--- config.mk ---
export PLATFORM = sky130hd
export DESIGN_NAME = msg_uart_tx
export DESIGN_NICKNAME = d
export VERILOG_FILES = /design/src/rtl/keychain_pkg.sv /design/src/rtl/uart_tx_byte.sv /design/src/rtl/msg_uart_tx.sv
export SDC_FILE = /design/constraint.sdc
export NUM_CORES = 1
export LEC_CHECK = 0
export BUFFER_PORTS_ARGS = -buffer_cell sky130_fd_sc_hd__buf_2
export CAP_MARGIN = 20
export CORE_ASPECT_RATIO = 0.75
export CORE_UTILIZATION = 40
export CTS_BUF_LIST = sky130_fd_sc_hd__clkbuf_8
export DETAILED_ROUTE_END_ITERATION = 6
export PLACE_DENSITY = 0.68
export SYNTH_ARGS = -nofsm -noshare
export SYNTH_HDL_FRONTEND = slang
export SYNTH_SLANG_ARGS = --single-unit
--- constraint.sdc ---
create_clock -name clk_in -period 2.6 [get_ports clk_in]
set_input_delay 0.52 -clock clk_in [delete_from_list [all_inputs] [get_ports clk_in]]
set_output_delay 0.52 -clock clk_in [all_outputs]
set_load 0.005 [all_outputs]
--- src/rtl/keychain_pkg.sv ---
// keychain_pkg: shared types and helpers for the keychain UART transmit path.
//   tx_state_t : frame-level line state (IDLE, START, DATA, STOP)
//   baud_div   : clock cycles per UART bit (integer division)
//   cnt_width  : register width able to hold 0..n-1, never narrower than 1 bit
package keychain_pkg;

  typedef enum logic [1:0] {
    IDLE  = 2'd0,
    START = 2'd1,
    DATA  = 2'd2,
    STOP  = 2'd3
  } tx_state_t;

  localparam int BITS_PER_BYTE = 8;

  function automatic int baud_div(input int clk_freq, input int baud_rate);
    return clk_freq / baud_rate;
  endfunction

  function automatic int cnt_width(input int n);
    return (n > 1) ? $clog2(n) : 1;
  endfunction

endpackage

--- src/rtl/uart_tx_byte.sv ---
// uart_tx_byte: sends one 8N1 frame (start bit 0, 8 data bits LSB first,
// stop bit 1), each bit held for exactly BAUD_DIV clock cycles.
//
// Ports
//   clk_in     in   1   system clock, posedge
//   rst_n_in   in   1   synchronous active-low reset
//   byte_in    in   8   byte to send, sampled on acceptance
//   valid_in   in   1   byte_in valid
//   ready_out  out  1   may accept a byte this cycle
//   tx_out     out  1   registered UART line, idle high
//   state_out  out  2   current tx_state_t, for observation
//
// Handshake: a byte is transferred on a rising clk_in edge where both
// valid_in and ready_out are high. ready_out is high in IDLE and also in the
// final cycle of STOP, so a byte offered then starts its START bit on the
// very next cycle with no idle gap between frames. ready_out is low during
// reset.
module uart_tx_byte
  import keychain_pkg::*;
#(
  parameter int BAUD_DIV = 868
) (
  input  logic       clk_in,
  input  logic       rst_n_in,
  input  logic [7:0] byte_in,
  input  logic       valid_in,
  output logic       ready_out,
  output logic       tx_out,
  output logic [1:0] state_out
);

  localparam int              CNT_W    = cnt_width(BAUD_DIV);
  localparam logic [CNT_W-1:0] CNT_LAST = CNT_W'(BAUD_DIV - 1);

  tx_state_t        state;
  logic [CNT_W-1:0] baud_cnt;
  logic [2:0]       bit_idx;
  logic [7:0]       shreg;
  logic             bit_end;

  // Last cycle of the current bit period; the baud counter wraps here.
  assign bit_end   = (baud_cnt == CNT_LAST);
  assign ready_out = rst_n_in && ((state == IDLE) || ((state == STOP) && bit_end));
  assign state_out = state;

  always_ff @(posedge clk_in) begin
    if (!rst_n_in) begin
      state    <= IDLE;
      baud_cnt <= '0;
      bit_idx  <= '0;
      shreg    <= '0;
      tx_out   <= 1'b1;
    end else begin
      case (state)
        IDLE: begin
          baud_cnt <= '0;
          tx_out   <= 1'b1;
          if (valid_in) begin
            shreg  <= byte_in;
            state  <= START;
            tx_out <= 1'b0;
          end
        end

        START: begin
          if (bit_end) begin
            baud_cnt <= '0;
            bit_idx  <= '0;
            state    <= DATA;
            tx_out   <= shreg[0];
          end else begin
            baud_cnt <= baud_cnt + CNT_W'(1);
          end
        end

        // shreg[0] is always the bit currently on the line; shifting right
        // at each bit boundary brings the next bit into position.
        DATA: begin
          if (bit_end) begin
            baud_cnt <= '0;
            if (bit_idx == 3'd7) begin
              state  <= STOP;
              tx_out <= 1'b1;
            end else begin
              bit_idx <= bit_idx + 3'd1;
              shreg   <= {1'b0, shreg[7:1]};
              tx_out  <= shreg[1];
            end
          end else begin
            baud_cnt <= baud_cnt + CNT_W'(1);
          end
        end

        STOP: begin
          if (bit_end) begin
            baud_cnt <= '0;
            if (valid_in) begin
              shreg  <= byte_in;
              state  <= START;
              tx_out <= 1'b0;
            end else begin
              state  <= IDLE;
              tx_out <= 1'b1;
            end
          end else begin
            baud_cnt <= baud_cnt + CNT_W'(1);
          end
        end

        default: begin
          state  <= IDLE;
          tx_out <= 1'b1;
        end
      endcase
    end
  end

endmodule

--- src/rtl/msg_uart_tx.sv ---
// msg_uart_tx: accepts one MSG_BYTES-wide word and sends it as MSG_BYTES
// back-to-back 8N1 frames, most-significant byte first.
//
// Ports
//   clk_in       in   1            system clock, posedge
//   rst_n_in     in   1            synchronous active-low reset
//   data_in      in   8*MSG_BYTES  word to send, sampled on acceptance
//   valid_in     in   1            data_in valid
//   ready_out    out  1            word may be accepted this cycle
//   busy_out     out  1            word in flight (registered)
//   tx_wire_out  out  1            UART line, idle high (registered)
//
// Handshake: a word is accepted on a rising clk_in edge where valid_in and
// ready_out are both high. ready_out is high only while no word is in flight
// and rst_n_in is high. data_in/valid_in are ignored while busy.
module msg_uart_tx
  import keychain_pkg::*;
#(
  parameter int MSG_BYTES = 2,
  parameter int BAUD_RATE = 115_200,
  parameter int CLK_FREQ  = 100_000_000
) (
  input  logic                   clk_in,
  input  logic                   rst_n_in,
  input  logic [8*MSG_BYTES-1:0] data_in,
  input  logic                   valid_in,
  output logic                   ready_out,
  output logic                   busy_out,
  output logic                   tx_wire_out
);

  localparam int               WORD_W   = BITS_PER_BYTE * MSG_BYTES;
  localparam int               BAUD_DIV = baud_div(CLK_FREQ, BAUD_RATE);
  localparam int               IDX_W    = cnt_width(MSG_BYTES);
  localparam logic [IDX_W-1:0] IDX_LAST = IDX_W'(MSG_BYTES - 1);

  logic [WORD_W-1:0] shift_r;
  logic [IDX_W-1:0]  byte_idx;
  logic              busy_r;

  logic              accept;
  logic              more_bytes;
  logic              byte_valid;
  logic              byte_ready;
  logic              last_stop;
  logic [7:0]        byte_data;
  logic [1:0]        byte_state;

  assign ready_out  = rst_n_in && !busy_r;
  assign accept     = valid_in && ready_out;
  assign more_bytes = (byte_idx != IDX_LAST);

  // The first byte goes straight from data_in to the frame engine on the
  // accepting edge so START begins the following cycle. Later bytes are
  // offered from the shift register and taken in the last STOP cycle.
  assign byte_valid = accept || (busy_r && more_bytes);
  assign byte_data  = accept ? data_in[WORD_W-1 -: 8] : shift_r[WORD_W-1 -: 8];

  // Final cycle of a stop bit: the frame engine either takes the next byte
  // or falls back to IDLE on this edge.
  assign last_stop  = byte_ready && (tx_state_t'(byte_state) == STOP);

  assign busy_out   = busy_r;

  always_ff @(posedge clk_in) begin
    if (!rst_n_in) begin
      shift_r  <= '0;
      byte_idx <= '0;
      busy_r   <= 1'b0;
    end else if (accept) begin
      // Byte 0 is already in flight; keep the remaining bytes MSB-aligned.
      shift_r  <= data_in << 8;
      byte_idx <= '0;
      busy_r   <= 1'b1;
    end else if (busy_r && last_stop) begin
      if (more_bytes) begin
        shift_r  <= shift_r << 8;
        byte_idx <= byte_idx + IDX_W'(1);
      end else begin
        busy_r   <= 1'b0;
      end
    end
  end

  uart_tx_byte #(
    .BAUD_DIV (BAUD_DIV)
  ) u_byte (
    .clk_in    (clk_in),
    .rst_n_in  (rst_n_in),
    .byte_in   (byte_data),
    .valid_in  (byte_valid),
    .ready_out (byte_ready),
    .tx_out    (tx_wire_out),
    .state_out (byte_state)
  );

endmodule
==> qor.yml, run 1 <==
yosys:
  synth.avg_cell_area_um2: 8.50
  synthMuxAreaShare: 0.0446
  synth_cell_type_count: 44
  synthAdderAreaFrac: 0.0628
  synth_seq_cells: 34
  synth_compound_area_frac: 0.220
  synth_warnings: 0
  synth_cells: 211
  synth-xor-area-share: 0.0342
  synth-edff-count: 0
  synth_area_mm2: 0.00179
  seq_area_frac_synth: 0.379
  synth_top_family_by_area: "compound AO/OA/AOI/OAI gates"
  async_reset_ff_frac: 0
  syn_nets: 239
  yosys.area_share.simple: 0.209
  synth-main-ff-cell: "dfxtp_1"
setup_path:
  worstPathCellList: "inv_1, ha_1, inv_1, o21ai_0, a31o_2, mux2i_1"
  worst-setup-path-type: "flop to flop"
  startpoint_type: "flop"
  r2r_end: "u_byte.shreg[6]$_SDFFE_PN0P_"
  crit_path_top_delay_cell: "dfxtp_1"
  crit_path_max_incr_delay_ns: 0.41
  cp.arrival_ns: 1.98
  cp-end-kind: "flop"
  cp_top_family: "buffers and inverters"
  path_common_cell: "inv_1"
  reg2reg_from: "u_byte.state_out[0]$_SDFFE_PN0P_"
  path_buf_inv: 2
  r2r_slack_ns: 0.83
  critPathRequiredTime_ns: 2.81
  worstPathMaxFanout: 14
  rr_worst_depth: 6
power_and_ir_drop:
  ir_worst_vdd_v: 0.000283
  power_uw: 1560
  p_leak_uw: 0.000757
  p_per_area_mw_per_mm2: 769
detailed_routing:
  vias_per_cell: 5.16
  drt_iter0_markers: 56
  num_vias: 1485
  postRouteAntennaNets: 0
  drc: 0
  first_pass_iters: 4
  wirelength_um: 3620
  wl_per_cell_um: 12.6
clocking:
  cts_resized: 0
  clk_latency_ns: 0.28
  cts_tree: "done"
  cts_buffers: 5
  post-cts-setup-buffers: 0
  cts_hold_buf: 0
  path_clk_slew_ns: 0.06
  htree_num_levels: 2
  clock_tree.root_cell: "clkbuf_8"
  cts_num_sinks: 34
  clockBufferDepth: 2
min_path:
  hold_end: "u_byte.bit_idx[1]$_SDFFE_PN0P_"
  hold_depth: 2
  min_path_type: "flop to flop"
  min_from: "u_byte.bit_idx[1]$_SDFFE_PN0P_"
finish:
  area_growth_syn_to_layout_pct: 12.7
  multiInputGateArea_mm2: 0.00102
  final_common_cell: "nand2_1"
  seqCellArea_um2: 681
  nNetsFinal: 260
  fillCellCount: 410
  most-common-layout-cells: "nand2_1 (43), dfxtp_1 (34), buf_2 (21)"
  drive_gt1_frac: 0.197
  fin_cells: 288
  diodes: 0
run_status:
  outcome: "complete, no violations"
sta:
  finalSetupViolations: 0
  grt_setup_unrepaired: "false"
  worst_pin_slew_ns: 0.451
  timing.hold.ws_ns: 0.459
  fin_crit_sh: 0.682
  max_freq_mhz: 564
  hold_violations: 0
  slew_viol_final: 0
  finalSetupTns_ns: 0
  max-slew-margin-rel: 0.699
  postLayoutSetupSlackWorst_ns: 0.828
  skew_ns: 0.00331
  period_needed_ns: 1.77
place:
  io_buffers: 21
  hpwlAfterDp_um: 2710
  placed_cells: 280
  place_congestion: 0.748
  place_ws_ns: 0.814
grt:
  globalRouteOverflowTotal: 0
  first_global_vias: 1256
  grt_first_pass_wirelength_um: 6070
  grt_start_max_net_pins: 21
  grtUsageTotal: 0.171
  antenna_found_initial: 0
floorplan:
  die-area_mm2: 0.00476
  ioPinCount: 22
  die_x_um: 79.3
  coreArea_mm2: 0.00418
  rows: 20
  initial_core_util: 0.429
  dieHeight_um: 60
flow_run:
  drv_cap: 0
==> metal layers <==
layer  GRT usage  share of wire  vias up
met1       0.274           0.56      675
met4      0.0701          0.016        0
met5           0              0        -
met2       0.206           0.37       25
li1            -              -      780
met3      0.0412          0.048        5
==> registers in the layout, summed over array words and instances (netlist names) <==
signal and flops:
busy_out 1, byte_idx 1, shift_r 8, u_byte.baud_cnt 10, u_byte.bit_idx 3, u_byte.shreg 8, u_byte.state_out 2, u_byte.tx_out 1
==> power by group <==
| part | internal, uW | switching [uW] | leakage, uW |
|---|---|---|---|
| clock | 209 | 184 | 0.0000524 |
| combinational | 223 | 316 | 0.000428 |
| sequential | 581 | 42.7 | 0.000276 |
| total | 1010 | 543 | 0.000757 |
==> worst register-to-register path, delay by kind of cell, from the launching register on <==
| family | cells | cell delay [ns] |
|---|---|---|
| buffers and inverters | 2 | 0.45 |
| AO/OA/AOI/OAI | 2 | 0.35 |
| flip-flops | 1 | 0.41 |
| multiplexers | 1 | 0.12 |
| adder cells (fa/ha/maj) | 1 | 0.37 |
==> metrics by stage <==
stage          area, um^2  utilization
2_1_floorplan        1790            -
3_3_place_gp         1930        0.462
3_5_place_dp         1930        0.462
4_1_cts              2020        0.484
5_1_grt              2020        0.484
6_report             2020        0.484
==> final cells by class <==
class,instances,share of cell area
repair buffers,24,0.0631
clock buffers,6,0.0408
well taps,55,0.0340
clock inverters,2,0.00433
multi-input cells,159,0.506
flip-flops and latches,34,0.337
inverters,8,0.0149
==> Yosys cell counts, drive strengths merged (2+ instances only) <==
library cell	number	share of area
nor2	16	0.033
inv	8	0.017
and3	2	0.0098
a31o	8	0.039
nand2	43	0.090
a31oi	2	0.010
dfxtp	34	0.38
xor2	2	0.0098
nand3	6	0.017
a211oi	2	0.0084
mux2i	8	0.045
clkbuf	4	0.0084
o21bai	8	0.033
a21oi	11	0.033
nor3	4	0.011
nand4	2	0.0070
nand3b	2	0.0084
xnor2	5	0.024
o2bb2ai	2	0.0098
ha	9	0.063
o21ai	10	0.028
buf	6	0.025
==> cells by family after synthesis <==
family | count (synthesis)
adders and majority gates | 9
muxes | 8
and+or+nand+nor | 82
xor gates and xnor gates | 7
AOI/OAI and AO/OA | 53
buffers and inverters | 18
DFF | 34
==> worst max path at each step <==
stage,startpoint,to,slack (ns),depth (start not counted)
2_1_floorplan,u_byte.state_out[0]$_SDFFE_PN0P_,u_byte.shreg[5]$_SDFFE_PN0P_,0.94,8
3_3_place_gp,rst_n_in,u_byte.shreg[7]$_SDFFE_PN0P_,0.83,5
3_5_place_dp,u_byte.baud_cnt[0]$_SDFF_PP0_,u_byte.bit_idx[1]$_SDFFE_PN0P_,0.81,5
4_1_cts,u_byte.baud_cnt[0]$_SDFF_PP0_,u_byte.bit_idx[1]$_SDFFE_PN0P_,0.80,5
5_1_grt,u_byte.state_out[0]$_SDFFE_PN0P_,u_byte.shreg[1]$_SDFFE_PN0P_,0.62,6
6_report,u_byte.state_out[0]$_SDFFE_PN0P_,u_byte.shreg[6]$_SDFFE_PN0P_,0.83,6
Note: power is estimated with default switching activity, not from simulation.
==> run 2, diff against run 1 <==
==> constraint.sdc (replaced) <==
create_clock -name clk_in -period 1.7 [get_ports clk_in]
set_input_delay 0.34 -clock clk_in [delete_from_list [all_inputs] [get_ports clk_in]]
set_output_delay 0.34 -clock clk_in [all_outputs]
set_load 0.005 [all_outputs]
==> run 2 against run 1 <==
Design area rose by 6.9%. Sequential power is 51% higher. Sequential share of layout area is 2.1 points lower. Utilization grew 3.4 points. Via count grew 5.5%. Combinational power is 95% higher. Die area did not move. Flip-flop and latch count unchanged. Critical path type unchanged. Largest cell class unchanged. Largest power group is now combinational cells.
==> qor.yml, run 2 (synthesis gave the netlist of run 1 again) <==
grt:
  grt_use_met1: 0.271  # -0.00346
  busiest_layer: "met1"
  grt_start_max_net_pins: 22  # +4.8%
  grtUsageMet3: 0.0565  # +0.0153
  globalRouteOverflowTotal: 0  # unchanged
  grt_first_pass_wirelength_um: 6590  # +8.5%
  grtUsageMet2: 0.244  # +0.0382
  antenna_found_initial: 0  # unchanged
  first_global_vias: 1431  # +14%
  grtUsageTotal: 0.183  # +0.0116
detailed_routing:
  drt_iter0_markers: 86  # +54%
  vias_per_cell: 5.15  # about the same
  wl_per_cell_um: 12.9  # +2.4%
  postRouteAntennaNets: 0  # unchanged
  num_vias: 1567  # +5.5%
  drc: 0  # unchanged
  first_pass_iters: 4  # unchanged
  wirelength_um: 3910  # +8.0%
sta:
  skew_ns: 0.00425  # +0.000931 ns
  hold_violations: 0  # unchanged
  max-slew-margin-rel: 0.706  # +0.00783
  finalSetupViolations: 0  # unchanged
  fin_crit_sh: 0.961  # +0.280
  grt_setup_unrepaired: "false"
  slew_viol_final: 0  # unchanged
  period_needed_ns: 1.63  # -0.138 ns
  max_freq_mhz: 612  # +8.5%
  worst_pin_slew_ns: 0.440  # -0.0103 ns
  finalSetupTns_ns: 0  # unchanged
clocking:
  post-cts-setup-buffers: 0  # unchanged
  clk_latency_ns: 0.28  # about the same
  clock_tree.root_cell: "clkbuf_8"
  cts_hold_buf: 0  # unchanged
  cts_num_sinks: 34  # unchanged
  cts_resized: 0  # unchanged
  clockBufferDepth: 2  # unchanged
  htree_num_levels: 2  # unchanged
  cts_buffers: 5  # unchanged
  cts_tree: "done"
  path_clk_slew_ns: 0.07  # about the same
finish:
  diodes: 0  # unchanged
  reg_top3: "u_byte.baud_cnt: 10 flops, shift_r: 8 flops, u_byte.shreg: 8 flops"
  nNetsFinal: 276  # +6.2%
  largest_reg_flops: 10  # unchanged
  most-common-layout-cells: "nand2_1 (43), dfxtp_1 (32), buf_2 (21)"
  top_register: "u_byte.baud_cnt"
  drive_gt1_frac: 0.265  # +0.0676
  fin_area_mm2: 0.00216  # +6.9%
  area_growth_syn_to_layout_pct: 20.5
  final_util: 0.517  # +0.0335
  final_common_cell: "nand2_1"
floorplan:
  ioPinCount: 22  # unchanged
  rows: 20  # unchanged
  initial_core_util: 0.429  # unchanged
  die_x_um: 79.3  # unchanged
  coreArea_mm2: 0.00418  # unchanged
  die-area_mm2: 0.00476  # unchanged
  dieHeight_um: 60  # unchanged
power_and_ir_drop:
  p_per_area_mw_per_mm2: 1200  # +55%
  ir_worst_vdd_v: 0.000543  # +92%
  p_leak_uw: 0.000836  # +10%
min_path:
  min_path_type: "input pin to flop"
place:
  hpwlAfterDp_um: 2930  # +8.1%
  io_buffers: 21  # unchanged
  place_area_mm2: 0.00206  # +6.9%
  place_congestion: 0.795  # +6.2%
setup_path:
  cp.arrival_ns: 1.81  # -0.17 ns
  cp-end-kind: "flop"
  r2r_slack_ns: 0.07  # -0.76 ns
  worst-setup-path-type: "flop to flop"
  critPathRequiredTime_ns: 1.87  # -0.94 ns
  startpoint_type: "flop"
  worstPathMaxFanout: 6  # -8
run_status:
  outcome: "complete, no violations"
flow_run:
  drv_cap: 0  # unchanged
## run 2: layout make-up
type	count	area [um^2]
sequential	34	683
fill	386	2020
inverter	8	30.0
clock inverter	2	8.76
clock buffer	6	82.6
timing repair buffer	40	260
multi-input combinational	159	1030
tap	55	68.8
## run 2: report_power, final
part / internal (uW) / leakage [uW] / switching (uW) / total, uW
Clock: 320 / 0.0000524 / 281 / 601
Combinational: 495 / 0.000507 / 551 / 1050
Sequential: 890 / 0.000277 / 50.2 / 940
## run 2: final timing paths
path | startpoint | end | depth (start not counted)
max | u_byte.state_out[0]$_SDFFE_PN0P_ | u_byte.state_out[1]$_SDFFE_PN0P_ | 6
min | data_in[7] | shift_r[15]$_SDFFE_PN0P_ | 3
max reg2reg | u_byte.state_out[0]$_SDFFE_PN0P_ | u_byte.state_out[1]$_SDFFE_PN0P_ | 6
min reg2reg | u_byte.shreg[6]$_SDFFE_PN0P_ | u_byte.shreg[6]$_SDFFE_PN0P_ | 2
## run 2: metal layers
layer | vias to the layer above | part of all wire | routed length [um]
li1 | 810 | - | -
met5 | - | 0 | 0
met1 | 715 | 0.54 | 2090
met2 | 37 | 0.40 | 1550
met4 | 0 | 0.011 | 44
met3 | 5 | 0.057 | 223
## run 2: worst max-delay path, cell delays in order (launching register included)
cell and delay, ns:
dfxtp_1 0.32, buf_4 0.15, ha_1 0.27, nor3_1 0.26
a31o_2 0.22, a211oi_1 0.10, a41o_1 0.21
## run 2: stage by stage
stage          power, uW  instances  hold WS [ns]  worst slack, ns
2_1_floorplan       1620        211         0.430           0.0449
3_3_place_gp        1960        296         0.443            0.108
3_5_place_dp        1970        296         0.450           0.0622
4_1_cts             2590        304         0.290           0.0600
5_1_grt             2750        304         0.293          0.00841
6_report            2590        304         0.296           0.0659
==> run 3, diff against run 2 <==
--- a/config.mk
+++ b/config.mk
@@ -10,6 +10,7 @@
 export CORE_ASPECT_RATIO = 0.75
 export CORE_UTILIZATION = 40
 export CTS_BUF_LIST = sky130_fd_sc_hd__clkbuf_8
+export CTS_CLUSTER_SIZE = 16
 export DETAILED_ROUTE_END_ITERATION = 6
 export PLACE_DENSITY = 0.68
 export SYNTH_ARGS = -nofsm -noshare
==> constraint.sdc (replaced) <==
create_clock -name clk_in -period 2.05 [get_ports clk_in]
set_input_delay 0.41 -clock clk_in [delete_from_list [all_inputs] [get_ports clk_in]]
set_output_delay 0.41 -clock clk_in [all_outputs]
set_load 0.005 [all_outputs]
==> run 3 against run 2 <==
Worst setup slack improved by 0.16 ns. Clock power decreased by 16%. Fmax shrank 11%. Hold slack better by 0.067 ns. Wire length decreased by 3.6%. First-iteration DRC count increased by 3.5%. Power shrank 23%. Clock-buffer cell count stayed put.
==> qor.yml, run 3 (synthesis gave the netlist of run 1 again) <==
sta:
  slew_viol_final: 0  # unchanged
  period_needed_ns: 1.83  # +0.194 ns
  fin_crit_sh: 0.892  # -0.0695
  worst_pin_slew_ns: 0.515  # +0.0743 ns
  finalSetupTns_ns: 0  # unchanged
  hold_violations: 0  # unchanged
  max-slew-margin-rel: 0.656  # -0.0506
  skew_ns: 0.00946  # +0.00522 ns
  finalSetupViolations: 0  # unchanged
  grt_setup_unrepaired: "false"
  postLayoutSetupSlackWorst_ns: 0.222  # +0.156 ns
  max_freq_mhz: 547  # -11%
grt:
  globalRouteOverflowTotal: 0  # unchanged
  grtUsageTotal: 0.173  # -0.00950
  grt_start_max_net_pins: 22  # unchanged
  antenna_found_initial: 0  # unchanged
  grt_first_pass_wirelength_um: 6070  # -7.8%
  first_global_vias: 1257  # -12%
finish:
  diodes: 0  # unchanged
  most-common-layout-cells: "nand2_1 (43), dfxtp_1 (34), buf_2 (21)"
  reg_top3: "u_byte.baud_cnt: 10 flops, shift_r: 8 flops, u_byte.shreg: 8 flops"
  fillCellCount: 396  # +2.6%
  area_growth_syn_to_layout_pct: 13.1
  top_register: "u_byte.baud_cnt"
  final_common_cell: "nand2_1"
  fin_area_mm2: 0.00203  # -6.1%
  drive_gt1_frac: 0.201  # -0.0642
  largest_reg_flops: 10  # unchanged
  nNetsFinal: 261  # -5.4%
detailed_routing:
  routed.top_layer: "met4"
  postRouteAntennaNets: 0  # unchanged
  vias_per_cell: 5.22  # +1.3%
  wl_met3_um: 187  # -16%
  wl_met2_um: 1410  # -8.9%
  first_pass_iters: 4  # unchanged
  drt_iter0_markers: 89  # +3.5%
  m1WireLength_um: 2120  # +1.2%
  wl_per_cell_um: 13.0  # +1.4%
  wirelength_um: 3770  # -3.6%
  drc: 0  # unchanged
  num_vias: 1509  # -3.7%
clocking:
  path_clk_slew_ns: 0.07  # about the same
  cts_tree: "done"
  cts_num_sinks: 34  # unchanged
  cts_buffers: 5  # unchanged
  clk_latency_ns: 0.29  # about the same
  post-cts-setup-buffers: 0  # unchanged
  cts_resized: 0  # unchanged
  htree_num_levels: 2  # unchanged
  clock_tree.root_cell: "clkbuf_8"
  clockBufferDepth: 2  # unchanged
  cts_hold_buf: 0  # unchanged
floorplan:
  die_x_um: 79.3  # unchanged
  initial_core_util: 0.429  # unchanged
  dieHeight_um: 60  # unchanged
  coreArea_mm2: 0.00418  # unchanged
  ioPinCount: 22  # unchanged
  rows: 20  # unchanged
  die-area_mm2: 0.00476  # unchanged
setup_path:
  startpoint_type: "flop"
  cp.arrival_ns: 1.97  # +0.16 ns
  worst-setup-path-type: "flop to flop"
  critPathRequiredTime_ns: 2.20  # +0.33 ns
  worstPathMaxFanout: 5  # -1
  crit_start: "u_byte.baud_cnt[0]$_SDFF_PP0_"
  cp-end-kind: "flop"
  reg2reg_from: "u_byte.baud_cnt[0]$_SDFF_PP0_"
place:
  place_ws_ns: 0.222  # +0.160 ns
  place_congestion: 0.874  # +10%
  hpwlAfterDp_um: 2710  # -7.4%
  io_buffers: 21  # unchanged
  place_area_mm2: 0.00194  # -6.1%
power_and_ir_drop:
  ir_worst_vdd_v: 0.000412  # -24%
  p_leak_uw: 0.000762  # -8.9%
  p_per_area_mw_per_mm2: 978  # -18%
min_path:
  min_from: "data_in[1]"
  min_path_type: "input pin to flop"
run_status:
  outcome: "complete, no violations"
flow_run:
  drv_cap: 0  # unchanged
-- run 3: changes by cell type in the layout (fill, tap and decap cells not counted), sizes merged --
cell  previous run  this run
buf             40        25
-- run 3: final cells by class --
class,instances,area [um^2],share of cell area
Tap cell,55,68.8,0.0339
Clock buffer,6,82.6,0.0407
Timing Repair Buffer,25,135,0.0666
Sequential cell,34,681,0.335
Multi-Input combinational cell,159,1020,0.504
Inverter,8,30.0,0.0148
Clock inverter,2,8.76,0.00432
-- run 3: routing by layer --
layer  vias to the layer above  global-route usage
li1                        781                   -
met1                       688               0.262
met2                        33               0.222
met3                         7              0.0458
met4                         0              0.0779
met5                         -                   0
-- run 3: where the power goes --
group | switching [uW] | total, uW | internal [uW]
sequential | 53.5 | 790 | 736
combinational | 407 | 692 | 285
clock | 237 | 502 | 266
total | 698 | 1980 | 1290
-- run 3: stage by stage --
stage | hold slack (ns) | total power [uW] | std cells | utilization
3_5_place_dp | 0.452 | 1480 | 281 | 0.464
4_1_cts | 0.360 | 1990 | 289 | 0.486
6_report | 0.362 | 1980 | 289 | 0.486
2_1_floorplan | 0.430 | 1350 | 211 | -
3_3_place_gp | 0.445 | 1480 | 281 | 0.464
5_1_grt | 0.367 | 2090 | 289 | 0.486
-- run 3: worst paths after layout --
path	slack [ns]	end	cells after the start
worst min-delay path	0.36	shift_r[9]$_SDFFE_PN0P_	3
worst max-delay path	0.22	u_byte.bit_idx[0]$_SDFFE_PN0P_	5
worst max register to register	0.22	u_byte.bit_idx[0]$_SDFFE_PN0P_	5
worst min register to register	0.46	u_byte.shreg[3]$_SDFFE_PN0P_	2
-- run 3: worst max-delay path, cell delays in order, from the launching register on --
cell	delay, ns
dfxtp_1	0.37
ha_1	0.26
and4bb_4	0.29
nand3_1	0.13
a221oi_1	0.50
o21bai_1	0.15
